<file path="src/rtl/phase_light_ctrl.sv">
// phase_light_ctrl: per-phase green/yellow/clearance sequencer returning a one-clk ready pulse to the phase decoder
module phase_light_ctrl #(
  parameter int CNT_W    = 8,
  parameter int T_GREEN  = 20,
  parameter int T_YELLOW = 3,
  parameter int T_PED    = 15,
  parameter int T_CLEAR  = 2
) (
  input  logic       clk,
  input  logic       rst,
  input  logic       tick,
  input  logic [2:0] stare_semafor,
  output logic       ready_S,
  output logic       ready_E,
  output logic       ready_V,
  output logic       ready_N,
  output logic       ready_P,
  output logic [2:0] light_S,
  output logic [2:0] light_E,
  output logic [2:0] light_V,
  output logic [2:0] light_N,
  output logic [1:0] light_P
);
  localparam logic [CNT_W-1:0] LG = CNT_W'((T_GREEN  == 0 ? 1 : T_GREEN)  - 1);
  localparam logic [CNT_W-1:0] LY = CNT_W'((T_YELLOW == 0 ? 1 : T_YELLOW) - 1);
  localparam logic [CNT_W-1:0] LP = CNT_W'((T_PED    == 0 ? 1 : T_PED)    - 1);
  localparam logic [CNT_W-1:0] LC = CNT_W'((T_CLEAR  == 0 ? 1 : T_CLEAR)  - 1);

  typedef enum logic [2:0] {IDLE, GREEN, YELLOW, CLEAR, READY, DONE, SERVICE} state_t;

  state_t           r_state;
  logic [CNT_W-1:0] r_cnt;
  logic [2:0]       r_phase;
  logic             r_blink;
  logic             r_restart;

  logic             w_chg, w_mid, w_z, w_ped;
  logic [2:0]       w_l [4];
  logic [4:0]       w_r;

  assign w_chg = stare_semafor != r_phase;
  assign w_mid = r_state inside {GREEN, YELLOW, CLEAR, READY};
  assign w_z   = r_cnt == '0;
  assign w_ped = r_phase == 3'b100;

  always_ff @(posedge clk or negedge rst) begin
    if (!rst) begin
      r_state   <= IDLE;
      r_cnt     <= '0;
      r_phase   <= 3'b110;
      r_blink   <= 1'b0;
      r_restart <= 1'b0;
    end else begin
      r_phase <= stare_semafor;
      if (w_chg) begin
        r_blink <= 1'b0;
        if (stare_semafor == 3'b111) begin
          r_state <= SERVICE;
          r_cnt   <= '0;
        end else if (stare_semafor[2] && stare_semafor[1:0] != 2'b00) begin
          r_state <= DONE;
          r_cnt   <= '0;
        end else if (w_mid) begin
          r_state   <= CLEAR;
          r_cnt     <= LC;
          r_restart <= 1'b1;
        end else begin
          r_state   <= GREEN;
          r_cnt     <= stare_semafor == 3'b100 ? LP : LG;
          r_restart <= 1'b0;
        end
      end else begin
        case (r_state)
          GREEN: if (tick) begin
            if (w_z) begin
              r_state <= YELLOW;
              r_cnt   <= LY;
              r_blink <= 1'b0;
            end else r_cnt <= r_cnt - 1'b1;
          end
          YELLOW: if (tick) begin
            if (w_ped) r_blink <= ~r_blink;
            if (w_z) begin
              r_state <= CLEAR;
              r_cnt   <= LC;
            end else r_cnt <= r_cnt - 1'b1;
          end
          // a restarted clearance skips READY and reopens the phase now in phase_q
          CLEAR: if (tick) begin
            if (w_z) begin
              r_state   <= r_restart ? GREEN : READY;
              r_cnt     <= r_restart ? (w_ped ? LP : LG) : '0;
              r_restart <= 1'b0;
            end else r_cnt <= r_cnt - 1'b1;
          end
          READY:   r_state <= DONE;
          SERVICE: if (tick) r_blink <= ~r_blink;
          default: ;
        endcase
      end
    end
  end

  always_comb begin
    for (int k = 0; k < 4; k++)
      w_l[k] = r_state == SERVICE ? {1'b0, r_blink, 1'b0} :
               (r_phase == 3'(k) && r_state == GREEN)  ? 3'b001 :
               (r_phase == 3'(k) && r_state == YELLOW) ? 3'b010 : 3'b100;
    for (int k = 0; k < 5; k++)
      w_r[k] = r_state == READY && r_phase == 3'(k);
  end

  assign light_S = w_l[0];
  assign light_E = w_l[1];
  assign light_V = w_l[2];
  assign light_N = w_l[3];
  assign light_P = r_state == SERVICE ? 2'b00 :
                   (w_ped && r_state == GREEN)  ? 2'b01 :
                   (w_ped && r_state == YELLOW) ? {~r_blink, r_blink} : 2'b10;
  assign {ready_P, ready_N, ready_V, ready_E, ready_S} = w_r;
endmodule

</file>
<file path="config.mk">
export PLATFORM = sky130hd
export DESIGN_NAME = phase_light_ctrl
export DESIGN_NICKNAME = d
export VERILOG_FILES = /design/src/rtl/phase_light_ctrl.sv
export SDC_FILE = /design/constraint.sdc
export NUM_CORES = 1
export LEC_CHECK = 0
export BUFFER_PORTS_ARGS = -buffer_cell sky130_fd_sc_hd__buf_2
export CAP_MARGIN = 10
export CORE_UTILIZATION = 50
export CTS_BUF_LIST = sky130_fd_sc_hd__clkbuf_8
export CTS_CLUSTER_SIZE = 20
export DETAILED_ROUTE_END_ITERATION = 6
export HOLD_SLACK_MARGIN = 0.02
export PLACE_DENSITY = 0.73
export SLEW_MARGIN = 40
export SYNTH_ARGS = -nofsm -noshare
export SYNTH_HDL_FRONTEND = slang
export SYNTH_SLANG_ARGS = --single-unit
</file>
<file path="constraint.sdc">
create_clock -name clk -period 2 [get_ports clk]
set_input_delay 0.1 -clock clk [delete_from_list [all_inputs] [get_ports clk]]
set_output_delay 0.1 -clock clk [all_outputs]
set_load 0.005 [all_outputs]
</file>
==> metrics.md, run 1 <==
| Metric | Value |
|---|---|
| Post-route insts no fill | 227 |
| CTS Buf Count | 3 |
| DIE WIDTH | 53.7 microns |
| Initial antenna violation count | 0 |
| Worst-path maximum fanout | 7 |
| HP Class | in -> reg |
| Most used DFF post-synth | dfrtp_1 |
| CP startpoint | r_cnt[1] |
| Critical Path End | r_state[2] |
| Share of cells above drive strength 1 | 24.4% |
| DR vias | 1348 |
| Clock Pin Slew Worst Setup and Hold Paths | 70 ps |
| Slew Limit Headroom | 53.9% |
| Post-route ant nets | 0 |
| Asr flop ratio synth | 100% |
| Worst reg2reg endpoint | r_state[2] |
| Post-placement cell area | 1490 sq um |
| Clock Skews | 5.11 ps |
| RD Place Congestion | 0.886 |
| Final setup TNS | 0 ps |
| First-pass GRT wire length | 5.37 mm |
| Slack of the critical path | 102 ps |
| Synth warn | 0 |
| DRC | 0 |
| CTS tree | yes |
| Final total power | 1.13 mW |
| Post-route cell area | 1610 sq um |
| Cells on worst reg2reg path | 6 |
| GRT Util Overall | 25.6% |
| Worst VDD drop | 0.505 mV |
| Final setup fails | 0 |
| Register bit total from synthesis | 16 |
| Die span in y | 53.7 microns |
| Num ports | 25 |
| Pwr/cell area | 703 nW/um^2 |
| Hold depth | 1 |
| Mapped Cells | 167 |
| Fin nets | 206 |
| Placed Cells incl. Taps | 219 |
| Root Driver | clkbuf_8 |
| Max clock buf depth | 2 |
| PortBufs | 24 |
| Final hold vios | 0 |
| Final WL | 3.35 mm |
| Worst r2r src | r_cnt[1] |
| Syn Std Cell Area | 1340 sq um |
| DRT Pass-1 Iters | 5 |
| Largest net degree at the start of global routing | 23 |
| Critical Path RT | 2150 ps |
| Crit Path Category | reg -> reg |
| Area Growth Syn to Fin | 20.3% |
| Status | finished, final reports clean |
| Final HPWL DP | 2.44 mm |
| FMAX | 0.527 GHz |
| Worst setup SP type | flop |
| Syn_nets | 175 |
| Distinct cells, synth | 49 |
| Vias per cell | 5.94 |
| Initial DRC Count | 50 |
| Antenna diodes | 0 |
| P_leak | 0.675 nW |
| DP Worst Slack | 86.0 ps |
| Seq/Total Area, Yosys | 30.1% |
| Gr ovfl total | 0 |
| EDFF count, synth | 0 |
| Syn avg cell area | 8.02 sq um |
| CTS sink cnt | 16 |
| H-tree level count | 1 |
| Arrival @ worst endpoint | 2050 ps |
| Avg WL per Cell | 14.7 microns |
| Clock Latency Late Sink | 260 ps |
| Die ar. | 2890 sq um |
| Setup crit end kind | flop |
| Fin crit share | 94.9% |
| Slew Viols, Final | 0 |
| Core area | 2500 sq um |
| FF-to-FF setup slack | 100 ps |
| Final min period | 1900 ps |
| Initial Util | 53.6% |
| RSZ-0062 raised after global routing | false |
| Tightest Pin Transition | 687 ps |
| Max-cap check violation count | 0 |
| Site Rows | 18 |
| Vias in the first global route | 1187 |
[metrics by stage]
step	util (%)	hold slack [ps]
global placement	59.7	32.4
floorplan	-	-196
finish	64.4	37.7
CTS	63.2	34.3
global route	64.4	39.8
detailed placement	59.7	34.5
[cell families (layout without fill, tap and decap cells)]
group	Yosys count	count (layout)	share of synthesized area, %
simple gates	79	79	31.5
compound gates	45	45	23.5
flops	16	16	30.1
buf+inv	14	44	5.61
xor+xnor	8	8	5.23
mux	3	3	2.24
fa+ha+maj	2	2	1.87
[report_power, final]
group	internal [mW]	switching, mW
Sequential	0.357	0.0589
Clock	0.175	0.122
Combinational	0.178	0.241
[state kept, by name (all words and copies together) (netlist names)]
| register | count |
|---|---|
| r_restart | 1 |
| r_blink | 1 |
| r_phase | 3 |
| r_state | 3 |
| r_cnt | 8 |
[cell usage in the layout (no fill, tap or decap), types with 5 or more instances in the layout]
cell type  instances
a21oi_1           10
buf_2             24
buf_4              8
dfrtp_1           14
inv_1              5
nand2_1           21
nand2b_1           5
nor2_1            17
nor3_1             8
o21ai_0            5
o21ai_1            7
or3_1              6
xor2_1             5
[worst max-delay path, cell delays in order (launching register included)]
cell     delay, ps
dfrtp_1        420
inv_1          100
ha_1           150
nor4b_4        300
nand2_2        190
o41a_1         410
o21ai_1        220
[how the worst min path moves through the flow]
| stage | from | end | slack (ps) |
|---|---|---|---|
| finish | stare_semafor[0] | r_phase[0] | 40 |
| global route | stare_semafor[0] | r_phase[0] | 40 |
| CTS | stare_semafor[0] | r_phase[0] | 30 |
| detailed placement | rst | r_cnt[6] | 30 |
| global placement | rst | r_cnt[5] | 30 |
| floorplan | rst | r_blink | -200 |
[cell usage after synthesis, types with 4 or more instances]
cell	n	area share (%)
o21ai_0	5	1.9
xor2_1	5	3.3
dfrtp_1	14	26
o22ai_1	4	1.9
nand2_1	21	5.9
or3_1	6	2.8
o21ai_1	7	2.6
nand2b_1	5	2.3
a21oi_1	10	3.7
inv_1	5	1.4
nor2_1	17	4.8
nor3_1	8	3.0
[layer usage]
metal | vias up | routed length (microns) | track usage, %
met5 | - | 0 | 0
li1 | 666 | - | -
met2 | 46 | 1520 | 38.3
met1 | 629 | 1540 | 35.9
met4 | 0 | 60 | 10.5
met3 | 7 | 226 | 4.52
[layout make-up]
cell class,count,area [sq um]
fillers,205,890
clock buffers,4,55.1
multi-input cells,137,886
well taps,30,37.5
repair buffers,35,210
inverters,5,18.8
flip-flops and latches,16,403
[timing repair]
action	4_1_cts	5_1_grt
setup buffers	0	1
hold buffers	3	0
endpoints found under the setup margin	1	10
hold endpoints to repair	16	0
resized for setup	1	3
Note: power is estimated with default switching activity, not from simulation.
==> inputs of run 2 (changes only) <==
MAX_ROUTING_LAYER = met4   (was not set)
==> run 2 against run 1 <==
Net effect: final cell count unchanged; total power is 2.1% lower; sequential share of layout area increased by 0.22 points; clock skew hardly changed; first-iteration DRC count is 4.0% lower; sequential power fell by 1%; sequential cell count did not move; combinational power fell by 3%; worst setup slack gained 0.84 ps; fmax is essentially flat.
==> metrics.md, run 2 (synthesized netlist as in run 1, its figures left out) <==
| Metric | Value |
|---|---|
| GR Util met3 | 3.39% (-1.1 points) |
| Met2 Track Usage GR | 37.7% (-0.62 points) |
| Final HPWL DP | 2.56 mm (+4.9%) |
| Critical Path Stages | 5 (-1) |
| Num ports | 25 (unchanged) |
| HP Class | in -> reg |
| Core area | 2500 sq um (unchanged) |
| Worst path bufs/invs | 2 (+1) |
| Initial antenna violation count | 0 (unchanged) |
| Vias in the first global route | 1114 (-6.1%) |
| Clock Latency Late Sink | 250 ps (about the same) |
| DR vias | 1381 (+2.4%) |
| Clock Skews | 5.40 ps (+0.295 ps) |
| Post-CTS setup buffer count | 0 (unchanged) |
| Final min period | 1900 ps (-0.838 ps) |
| Critical Path RT | 1900 ps (-250 ps) |
| H-tree level count | 1 (unchanged) |
| Worst reg2reg endpoint | r_cnt[4] |
| Most common cell after layout, fill and taps aside | buf_2 |
| Die ar. | 2890 sq um (unchanged) |
| Layout fillers | 220 (+7.3%) |
| Initial Util | 53.6% (unchanged) |
| Cell Chain, Critical Path | or3b_1, buf_4, nor3_1, a21oi_1, buf_2 |
| Largest net degree at the start of global routing | 23 (unchanged) |
| Fin nets | 206 (unchanged) |
| GRT Util Overall | 25.8% (+0.19 points) |
| Setup crit end kind | primary output |
| Largest register by flop count | r_cnt |
| CP max stage cell | dfstp_2 |
| DRT Pass-1 Iters | 4 (-1) |
| Max reg flops | 8 (unchanged) |
| GR peak layer | met2 |
| Critical Path End | light_P[1] |
| Area Growth Syn to Fin | 19.3% |
| PortBufs | 24 (unchanged) |
| FMAX | 0.527 GHz (about the same) |
| Vias per cell | 6.08 (+2.4%) |
| M1 GR Usage | 36.3% (+0.36 points) |
| Root Driver | clkbuf_8 |
| DRC | 0 (unchanged) |
| Fin crit share | 94.8% (about the same) |
| Clock Pin Slew Worst Setup and Hold Paths | 60 ps (about the same) |
| P_leak | 0.673 nW (-0.22%) |
| Avg WL per Cell | 14.9 microns (+1.3%) |
| Post-route insts no fill | 227 (unchanged) |
| Pwr/cell area | 694 nW/um^2 (-1.3%) |
| Max clock buf depth | 2 (unchanged) |
| Worst-path maximum fanout | 9 (+2) |
| Status | finished, final reports clean |
| Final setup fails | 0 (unchanged) |
| Slew Limit Headroom | 61.8% (+7.9 points) |
| Antenna diodes | 0 (unchanged) |
| Final total power | 1.11 mW (-2.1%) |
| Max-cap check violation count | 0 (unchanged) |
| Worst r2r src | r_cnt[1] |
| Final hold vios | 0 (unchanged) |
| CTS sink cnt | 16 (unchanged) |
| Most frequent cells in the layout | buf_2, nand2_1, nor2_1 |
| DIE WIDTH | 53.7 microns (unchanged) |
| CTS tree | yes |
| Site Rows | 18 (unchanged) |
| Worst setup SP type | flop |
| Final WL | 3.39 mm (+1.3%) |
| Arrival @ worst endpoint | 1800 ps (-250 ps) |
| Share of cells above drive strength 1 | 23.9% (-0.51 points) |
| RD Place Congestion | 0.863 (-2.6%) |
| First-pass GRT wire length | 5.15 mm (-4.1%) |
| CTS Buf Count | 3 (unchanged) |
| Gr ovfl total | 0 (unchanged) |
| Slew Viols, Final | 0 (unchanged) |
| Cells on worst reg2reg path | 7 (+1) |
| Placed Cells incl. Taps | 220 (+0.46%) |
| Tightest Pin Transition | 569 ps (-118 ps) |
| Initial DRC Count | 48 (-4.0%) |
| CP startpoint | r_phase[2] |
| Post-route ant nets | 0 (unchanged) |
| Crit Path Category | reg -> out |
| FF-to-FF setup slack | 100 ps (about the same) |
| Die span in y | 53.7 microns (unchanged) |
| Worst VDD drop | 0.440 mV (-13%) |
| Max stage delay on crit path | 610 ps (+190 ps) |
| CP delay by family, top | flip-flops |
| Top Registers | r_cnt (8), r_phase (3), r_state (3) |
## run 2: how the worst min path moves through the flow
stage                      from    endpoint  slack [ps]  cells past startpoint
6_report       stare_semafor[0]  r_phase[0]          60                      1
5_1_grt        stare_semafor[0]  r_phase[0]          60                      1
4_1_cts        stare_semafor[0]  r_phase[0]          50                      1
3_5_place_dp                rst    r_cnt[7]          40                      1
3_3_place_gp                rst    r_cnt[7]          30                      1
2_1_floorplan               rst     r_blink        -200                      0
## run 2: where the power goes
| group | total, mW | leakage, nW | internal [mW] | switching [mW] |
|---|---|---|---|---|
| clock | 0.288 | 0.0288 | 0.175 | 0.113 |
| combinational | 0.408 | 0.446 | 0.170 | 0.238 |
| sequential | 0.412 | 0.199 | 0.357 | 0.0547 |
## run 2: layout make-up
type	instances	area (sq um)	share of cell area, %
flip-flops and latches	16	403	25.2
well taps	30	37.5	2.35
multi-input cells	137	872	54.6
repair buffers	35	210	13.2
clock buffers	4	55.1	3.45
inverters	5	18.8	1.18
## run 2: stage by stage
step | utilization, % | TNS [ps] | setup slack, ps | area (sq um) | hold slack (ps)
floorplan | - | 0 | 225 | 1340 | -196
global placement | 60.0 | 0 | 148 | 1500 | 31.8
detailed placement | 60.0 | 0 | 62.9 | 1500 | 36.8
CTS | 63.4 | 0 | 26.1 | 1590 | 48.4
global route | 63.9 | -32.0 | -31.1 | 1600 | 60.0
finish | 63.9 | 0 | 103 | 1600 | 59.6
## run 2: worst register-to-register path, cell delays in order (launching register included)
cell,delay (ps)
dfrtp_1,420
inv_1,90
ha_1,150
nor4b_4,300
and2_1,340
nor2_1,80
a311oi_1,260
o32ai_1,130
## run 2: repair_timing
| item | in CTS | in global routing |
|---|---|---|
| hold endpoints to repair | 16 | 0 |
| hold buffers | 3 | 0 |
| setup endpoints to repair | 0 | 9 |
| resized for setup | 0 | 2 |
## run 2: per-layer routing
layer,vias to the layer above,share of wire [%]
met5,-,0
met1,663,46
met2,40,48
met3,5,5.0
li1,673,-
met4,0,0.91
